`src/rtl/arb_pkg.sv`:
```
// Shared constants and FSM state type for the rr_arbiter_8 block.
package arb_pkg;

    localparam int N_REQ            = 8;
    localparam int IDX_W            = 3;
    localparam int MAX_HOLD_DEFAULT = 16;

    typedef enum logic {
        IDLE  = 1'b0,
        GRANT = 1'b1
    } arb_state_t;

endpackage

```
`src/rtl/rr_pick.sv`:
```
// Combinational rotating priority encoder: first set request at or after ptr, modulo N_REQ.
module rr_pick
    import arb_pkg::*;
(
    input  logic [N_REQ-1:0] req,
    input  logic [IDX_W-1:0] ptr,
    output logic [IDX_W-1:0] pick_idx,
    output logic             pick_any
);

    always_comb begin
        logic [IDX_W-1:0] w_idx;
        pick_any = 1'b0;
        pick_idx = '0;
        w_idx    = '0;
        // The index width equals log2(N_REQ), so the addition wraps modulo 8 for free.
        for (int unsigned i = 0; i < N_REQ; i++) begin
            w_idx = ptr + IDX_W'(i);
            if (!pick_any && req[w_idx]) begin
                pick_any = 1'b1;
                pick_idx = w_idx;
            end
        end
    end

endmodule

```
`src/rtl/rr_arbiter_8.sv`:
```
// Eight-requester round-robin arbiter with a registered grant index and valid flag.
// Define RR_ARB_TIMEOUT_EN to enable the hold counter and the forced-release timeout.
module rr_arbiter_8
    import arb_pkg::*;
#(
    parameter int MAX_HOLD = MAX_HOLD_DEFAULT
) (
    input  logic             clk,
    input  logic             rst_n,
    input  logic [N_REQ-1:0] req,
    input  logic             done,
    output logic             grant_valid,
    output logic [IDX_W-1:0] grant_idx,
    output logic             timeout
);

    arb_state_t       r_state,       w_state_nxt;
    logic             r_grant_valid, w_grant_valid_nxt;
    logic [IDX_W-1:0] r_grant_idx,   w_grant_idx_nxt;
    logic [IDX_W-1:0] r_ptr,         w_ptr_nxt;
    logic             r_timeout,     w_timeout_nxt;

    logic [IDX_W-1:0] w_pick_idx;
    logic             w_pick_any;
    logic             w_rel_normal;
    logic             w_rel_hold;

    rr_pick u_pick (
        .req      (req),
        .ptr      (r_ptr),
        .pick_idx (w_pick_idx),
        .pick_any (w_pick_any)
    );

    assign w_rel_normal = done | ~req[r_grant_idx];

`ifdef RR_ARB_TIMEOUT_EN
    localparam int HOLD_W = $clog2(MAX_HOLD + 1);

    logic [HOLD_W-1:0] r_hold_cnt, w_hold_cnt_nxt;

    assign w_rel_hold = (r_hold_cnt == HOLD_W'(MAX_HOLD - 1));

    always_comb begin
        w_hold_cnt_nxt = r_hold_cnt;
        if (r_state == GRANT) begin
            if (w_rel_normal || w_rel_hold) begin
                w_hold_cnt_nxt = '0;
            end else if (r_hold_cnt != '1) begin
                w_hold_cnt_nxt = r_hold_cnt + 1'b1;
            end
        end else begin
            w_hold_cnt_nxt = '0;
        end
    end

    always_ff @(posedge clk) begin
        if (!rst_n) begin
            r_hold_cnt <= '0;
        end else begin
            r_hold_cnt <= w_hold_cnt_nxt;
        end
    end
`else
    localparam int unused_max_hold = MAX_HOLD;

    assign w_rel_hold = 1'b0;
`endif

    always_comb begin
        w_state_nxt       = r_state;
        w_grant_valid_nxt = r_grant_valid;
        w_grant_idx_nxt   = r_grant_idx;
        w_ptr_nxt         = r_ptr;
        w_timeout_nxt     = 1'b0;
        case (r_state)
            IDLE: begin
                if (w_pick_any) begin
                    w_state_nxt       = GRANT;
                    w_grant_valid_nxt = 1'b1;
                    w_grant_idx_nxt   = w_pick_idx;
                end
            end
            GRANT: begin
                if (w_rel_normal || w_rel_hold) begin
                    w_state_nxt       = IDLE;
                    w_grant_valid_nxt = 1'b0;
                    w_ptr_nxt         = r_grant_idx + 1'b1;
                    // A coinciding done or request drop counts as a normal release.
                    w_timeout_nxt     = w_rel_hold & ~w_rel_normal;
                end
            end
            default: begin
                w_state_nxt       = IDLE;
                w_grant_valid_nxt = 1'b0;
            end
        endcase
    end

    always_ff @(posedge clk) begin
        if (!rst_n) begin
            r_state       <= IDLE;
            r_grant_valid <= 1'b0;
            r_grant_idx   <= '0;
            r_ptr         <= '0;
            r_timeout     <= 1'b0;
        end else begin
            r_state       <= w_state_nxt;
            r_grant_valid <= w_grant_valid_nxt;
            r_grant_idx   <= w_grant_idx_nxt;
            r_ptr         <= w_ptr_nxt;
            r_timeout     <= w_timeout_nxt;
        end
    end

    assign grant_valid = r_grant_valid;
    assign grant_idx   = r_grant_idx;
    assign timeout     = r_timeout;

endmodule

```
`config.mk`:
```
export PLATFORM = sky130hd
export DESIGN_NAME = rr_arbiter_8
export DESIGN_NICKNAME = d
export VERILOG_FILES = /design/src/rtl/arb_pkg.sv /design/src/rtl/rr_pick.sv /design/src/rtl/rr_arbiter_8.sv
export SDC_FILE = /design/constraint.sdc
export NUM_CORES = 1
export LEC_CHECK = 0
export ABC_AREA = 1
export BUFFER_PORTS_ARGS = -buffer_cell sky130_fd_sc_hd__buf_2
export CORE_MARGIN = 10
export CORE_UTILIZATION = 40
export DETAILED_ROUTE_END_ITERATION = 12
export SYNTH_ARGS = -nofsm -noshare
export SYNTH_HDL_FRONTEND = slang
export SYNTH_SLANG_ARGS = --single-unit
```
`constraint.sdc`:
```
create_clock -name clk -period 2.7 [get_ports clk]
set_input_delay 0.54 -clock clk [delete_from_list [all_inputs] [get_ports clk]]
set_output_delay 0.54 -clock clk [all_outputs]
set_load 0.005 [all_outputs]
```
==> impl_results.md, run 1 <==
* Pre-Repair DR Iteration Count at 4
* RSZ-0062 raised after global routing: no
* Global-route wire length before repair at 5180 um
* Ant. Diodes at 0
* Clock Tree Buf Depth at 2
* Setup violators final at 0
* WP data required at 2.84 ns
* Flop-to-flop setup slack at 0.27 ns
* Layout Nets at 214
* Critical path endpoint category: register
* Final WL at 3050 um
* Final hold violations at 0
* Register clock-pin slew on the reported worst setup and hold paths at 0.05 ns
* H-tree levels at 1
* Setup CP Type: register to register
* Die area at 0.00558 sq mm
* Total power at 1450 uW
* Crit path DAT at 2.57 ns
* Tightest Hold Check Type: register to register
* Via Count at 1,220
* Final routed DRC violation total at 0
* F_max at 412 MHz
* IO Port Bufs at 14
* I/O pin count at 16
* Netlist Area Pre-Place at 0.00120 sq mm
* Overall Global Routing Usage at 0.115
* Most used cell, CP: nand3_2
* Root Buffer: clkbuf_4
* Minimum clock period at 2.43 ns
* Worst-path maximum fanout at 11
* Max cap viols at 0
* DRT antenna net count at 0
* TritonCTS Buffers at 3
* Final period util at 0.900
* Initial antenna violation count at 0
* Worst-Skew Late Latency at 0.25 ns
* Post-DP Area at 0.00128 sq mm
* Maximum vdd drop at 0.412 mV
* FP Rows at 19
* Crit-path cells: inv_4, ha_1, inv_1, nand3_2, nand3_2, nand2_4, nor2_8, nand4_4, nor2_4, nand3_2, nand2_4, inv_2, o21ai_1, a21oi_1
* Sequential area share after synthesis at 0.134
* Starting density of the core at 0.426
* P&R area growth vs syn at 9.10%
* WP buf/inv at 3
* Gate Count Post-Synth at 183
* Share of cells above drive strength 1 at 0.263
* CP delay by family, top: simple AND/OR/NAND/NOR gates
* Synth cell types at 35
* Setup TNS at 0 ns
* Ys Warns at 0
* Post-CTS Hold Buffers at 0
* Final Skew at 0.00118 ns
* DR vias/cell at 5.33
* Leakage dissipation at 0.000660 uW
* Die X at 74.7 um
* Synth Register Bits at 8
* CTS tree: yes
* Largest net degree at the start of global routing at 12
* Status: complete, no violations
* Hpwl dp at 2610 um
* Total gr overflow at 0
* Post-CTS Setup Bufs at 0
* Number of gates resized after cts at 0
* Slowest CP cell: dfxtp_1
* Critical Path Max Stage Delay at 0.55 ns
* Syn_nets at 197
* Core footprint at 0.00281 sq mm
* Gpl congestion at 0.892
* Design area at 0.00131 sq mm
* Clock sinks at 8
* Max Slew Vio Count at 0
* Chip Height at 74.7 um
* Startpoint class of the critical path: register
* Starting DRT DRC Count at 138
* Pwr dens at 1110 mW/mm^2
* Mapped Avg Cell Area at 6.54 sq um
* Vias in the first global route at 1,162
* DR WL/cell at 13.3 um
==> kinds of logic after synthesis <==
kind of cell | synth area share
and+or+nand+nor | 0.549
buffers and inverters | 0.115
AOI/OAI and AO/OA | 0.122
DFF | 0.134
xor gates and xnor gates | 0.0366
adders and majority gates | 0.0314
other | 0.00314
muxes | 0.00837
==> cell type report <==
| type | instances | area, sq um |
|---|---|---|
| fill | 297 | 1500 |
| multi-input combinational | 146 | 898 |
| sequential | 8 | 160 |
| timing repair buffer | 17 | 92.6 |
| inverter | 24 | 92.6 |
| tap | 31 | 38.8 |
| clock buffer | 3 | 22.5 |
==> per-layer routing <==
metal / track usage / part of all wire / vias up
li1: - / - / 633
met1: 0.147 / 0.45 / 547
met2: 0.201 / 0.48 / 36
met3: 0.0118 / 0.056 / 4
met4: 0.0273 / 0.0092 / 0
met5: 0 / 0 / -
==> registers in the layout (all words and copies together) (netlist names) <==
| name | cells |
|---|---|
| r_ptr | 3 |
| grant_idx | 3 |
| grant_valid | 1 |
| r_state | 1 |
==> final timing paths <==
kind | from | to | cells after the start
max | r_ptr[0] | grant_idx[0] | 14
min reg2reg | grant_valid | grant_valid | 2
max reg2reg | r_ptr[0] | grant_idx[0] | 14
min | grant_valid | grant_valid | 2
==> Yosys cell counts <==
cell       n  area share
inv_2      2      0.0063
nand2_2    6       0.031
o21bai_1   2       0.013
nor3_1     1      0.0042
conb_1     1      0.0031
nand3_2   10       0.084
nand2_4    6       0.056
buf_6      2       0.019
o32ai_1    1      0.0073
nor4_1     1      0.0052
or2_0      1      0.0052
ha_1       3       0.031
nand2_1   42        0.13
o21ai_0    9       0.038
inv_1     21       0.066
buf_4      3       0.019
o211ai_1   1      0.0063
nor2_4     1      0.0094
nor2_1    17       0.053
nand4_1    2       0.010
nand4_4    1       0.018
o22ai_1    1      0.0052
nor2_8     1       0.017
dfxtp_1    8        0.13
xnor2_1    1      0.0073
o21ai_1    1      0.0042
a21oi_1    7       0.029
nand3_4    3       0.044
mux2i_1    1      0.0084
inv_4      1      0.0052
xor2_1     4       0.029
a31oi_1    1      0.0052
a21oi_2    1      0.0073
o221ai_1   1      0.0073
nand3_1   19       0.079
==> power by group <==
| group | switching [uW] | total, uW | internal [uW] |
|---|---|---|---|
| Combinational | 750 | 1140 | 385 |
| Sequential | 67.2 | 223 | 156 |
| Clock | 40.5 | 91.4 | 50.9 |
==> worst reg2reg max path, cell delays in order, from the launching register on <==
cell	delay, ns
dfxtp_1	0.55
inv_4	0.05
ha_1	0.31
inv_1	0.22
nand3_2	0.13
nand3_2	0.15
nand2_4	0.09
nor2_8	0.11
nand4_4	0.12
nor2_4	0.16
nand3_2	0.12
nand2_4	0.11
inv_2	0.04
o21ai_1	0.11
a21oi_1	0.05
==> per-stage QoR <==
stage	util	instances	hold WS (ns)	worst slack, ns
finish	0.465	229	0.478	0.270
global route	0.465	229	0.522	0.0614
CTS	0.465	229	0.480	0.263
detailed placement	0.457	226	0.465	0.274
global placement	0.457	226	0.466	0.371
floorplan	-	183	0.455	0.372
==> placed cells by master (no fill, tap or decap), drive strengths merged <==
master  synthesis  final
nand2          54     54
nand3          32     32
inv            24     24
nor2           19     19
buf             5     17
o21ai          10     10
dfxtp           8      8
a21oi           8      8
xor2            4      4
ha              3      3
clkbuf          0      3
nand4           3      3
o21bai          2      2
o32ai           1      1
mux2i           1      1
o221ai          1      1
o211ai          1      1
xnor2           1      1
or2             1      1
o22ai           1      1
nor4            1      1
nor3            1      1
a31oi           1      1
conb            1      1
No activity file was read; power rests on OpenSTA's default activity.
==> inputs of run 2 (changes only) <==
CELL_PAD_IN_SITES_DETAIL_PLACEMENT = 0   (was default)
CELL_PAD_IN_SITES_GLOBAL_PLACEMENT = 1   (was default)
PLACE_DENSITY_LB_ADDON = 0.1   (was default)
==> run 2 against run 1 <==
Flip-flop and latch count stayed put. Count of clock-buffer cells in the layout is the same. Largest power group unchanged. Total power barely moved. Via count is 1.3% lower. Global-route usage grew 0.30 points. Maximum frequency down 0.86%. Die area unchanged.
==> impl_results.md, run 2 (synthesis gave the netlist of run 1 again) <==
* P&R area growth vs syn at 9.10%
* Post-CTS Setup Bufs at 0
* Initial antenna violation count at 0
* Root Buffer: clkbuf_4
* Hold Path Stages at 2
* Final Skew at 0.00143 ns
* R2R depth at 14
* Most common cell after layout, fill and taps aside: nand2_1
* Total gr overflow at 0
* Worst-path maximum fanout at 11
* Final WL at 3110 um
* Worst Hold Launch: grant_valid
* Final hold violations at 0
* H-tree levels at 1
* Largest net degree at the start of global routing at 12
* GR Layer Usage met1 at 0.149
* Gpl congestion at 0.853
* Ant. Diodes at 0
* Core footprint at 0.00281 sq mm
* Final period util at 0.908
* CTS tree: yes
* Worst R2R Start: r_ptr[0]
* GR Util met2 at 0.213
* FP Rows at 19
* Layout Nets at 214
* Hold endpoint: grant_valid
* Post-CTS Hold Buffers at 0
* Flop-to-flop setup slack at 0.25 ns
* Register clock-pin slew on the reported worst setup and hold paths at 0.05 ns
* Final routed DRC violation total at 0
* F_max at 408 MHz
* Pwr dens at 1110 mW/mm^2
* Met3 Track Usage GR at 0.0105
* RSZ-0062 raised after global routing: no
* WP data required at 2.83 ns
* Overall Global Routing Usage at 0.118
* Sequential share of power at 0.155
* Maximum vdd drop at 0.522 mV
* Max Slew Vio Count at 0
* Comb pwr share at 0.786
* # fillers at 305
* Minimum clock period at 2.45 ns
* Int Power at 591 uW
* DRT antenna net count at 0
* Setup CP Type: register to register
* Critical R2R Capture: grant_idx[0]
* Clock Tree Buf Depth at 2
* Switching pwr at 857 uW
* Starting DRT DRC Count at 81
* Global-route wire length before repair at 5370 um
* Crit path DAT at 2.58 ns
* Setup TNS at 0 ns
* Commonest non-fill, non-tap cells in the layout: 42 x nand2_1, 21 x inv_1, 19 x nand3_1, 17 x nor2_1, 14 x buf_2
* Clock sinks at 8
* Die X at 74.7 um
* Leakage dissipation at 0.000660 uW
* Critical path endpoint category: register
* Clk pwr share at 0.059
* Setup violators final at 0
* Max cap viols at 0
* Sw Share at 0.592
* IO Port Bufs at 14
* Via Count at 1,204
* Number of gates resized after cts at 0
* Startpoint class of the critical path: register
* Vias in the first global route at 1,183
* TritonCTS Buffers at 3
* Die area at 0.00558 sq mm
* Starting density of the core at 0.426
* I/O pin count at 16
* DR WL/cell at 13.6 um
* Share of cells above drive strength 1 at 0.263
* Hpwl dp at 2700 um
* DR vias/cell at 5.26
* Chip Height at 74.7 um
* Tightest Hold Check Type: register to register
* Total power at 1450 uW
* Worst-Skew Late Latency at 0.24 ns
* Status: complete, no violations
* Gr busiest metal: met2
* Pre-Repair DR Iteration Count at 4
## run 2: worst max path at each step
stage          cells after the start  slack (ns)     start            to
3_5_place_dp                      14        0.25  r_ptr[0]  grant_idx[0]
4_1_cts                           14        0.25  r_ptr[0]  grant_idx[0]
2_1_floorplan                     16        0.37  r_ptr[0]  grant_idx[0]
3_3_place_gp                      14        0.33  r_ptr[0]  grant_idx[0]
6_report                          14        0.25  r_ptr[0]  grant_idx[0]
5_1_grt                           14        0.02  r_ptr[0]  grant_idx[0]
## run 2: power by group through the flow
stage | combinational (uW) | sequential, uW | clock [uW]
2_1_floorplan | 939 | 191 | 0
5_1_grt | 1280 | 234 | 94.1
6_report | 1140 | 225 | 85.1
4_1_cts | 1140 | 225 | 88.5
3_5_place_dp | 1140 | 227 | 0
3_3_place_gp | 1120 | 225 | 0
## run 2: metrics by stage
stage | hold WS [ns] | setup slack (ns) | area [sq um] | util | cells
detailed placement | 0.459 | 0.251 | 1280 | 0.457 | 226
global route | 0.532 | 0.0240 | 1310 | 0.465 | 229
CTS | 0.473 | 0.248 | 1310 | 0.465 | 229
global placement | 0.448 | 0.335 | 1280 | 0.457 | 226
finish | 0.470 | 0.249 | 1310 | 0.465 | 229
floorplan | 0.455 | 0.372 | 1200 | - | 183
## run 2: layer usage
metal	routed length, um	vias up
met3	125	4
met2	1530	33
met5	0	-
met1	1420	539
li1	-	628
met4	31	0
## run 2: cell type report
type / instances / area (sq um) / area share
inverters: 24 / 92.6 / 0.0709
flip-flops and latches: 8 / 160 / 0.123
well taps: 31 / 38.8 / 0.0297
clock buffers: 3 / 22.5 / 0.0173
repair buffers: 17 / 92.6 / 0.0709
multi-input cells: 146 / 898 / 0.688
## run 2: critical path, stage by stage, from the launching register on
cell	delay, ns
dfxtp_1	0.56
inv_4	0.04
ha_1	0.31
inv_1	0.23
nand3_2	0.13
nand3_2	0.15
nand2_4	0.09
nor2_8	0.11
nand4_4	0.12
nor2_4	0.16
nand3_2	0.12
nand2_4	0.11
inv_2	0.04
o21ai_1	0.12
a21oi_1	0.05
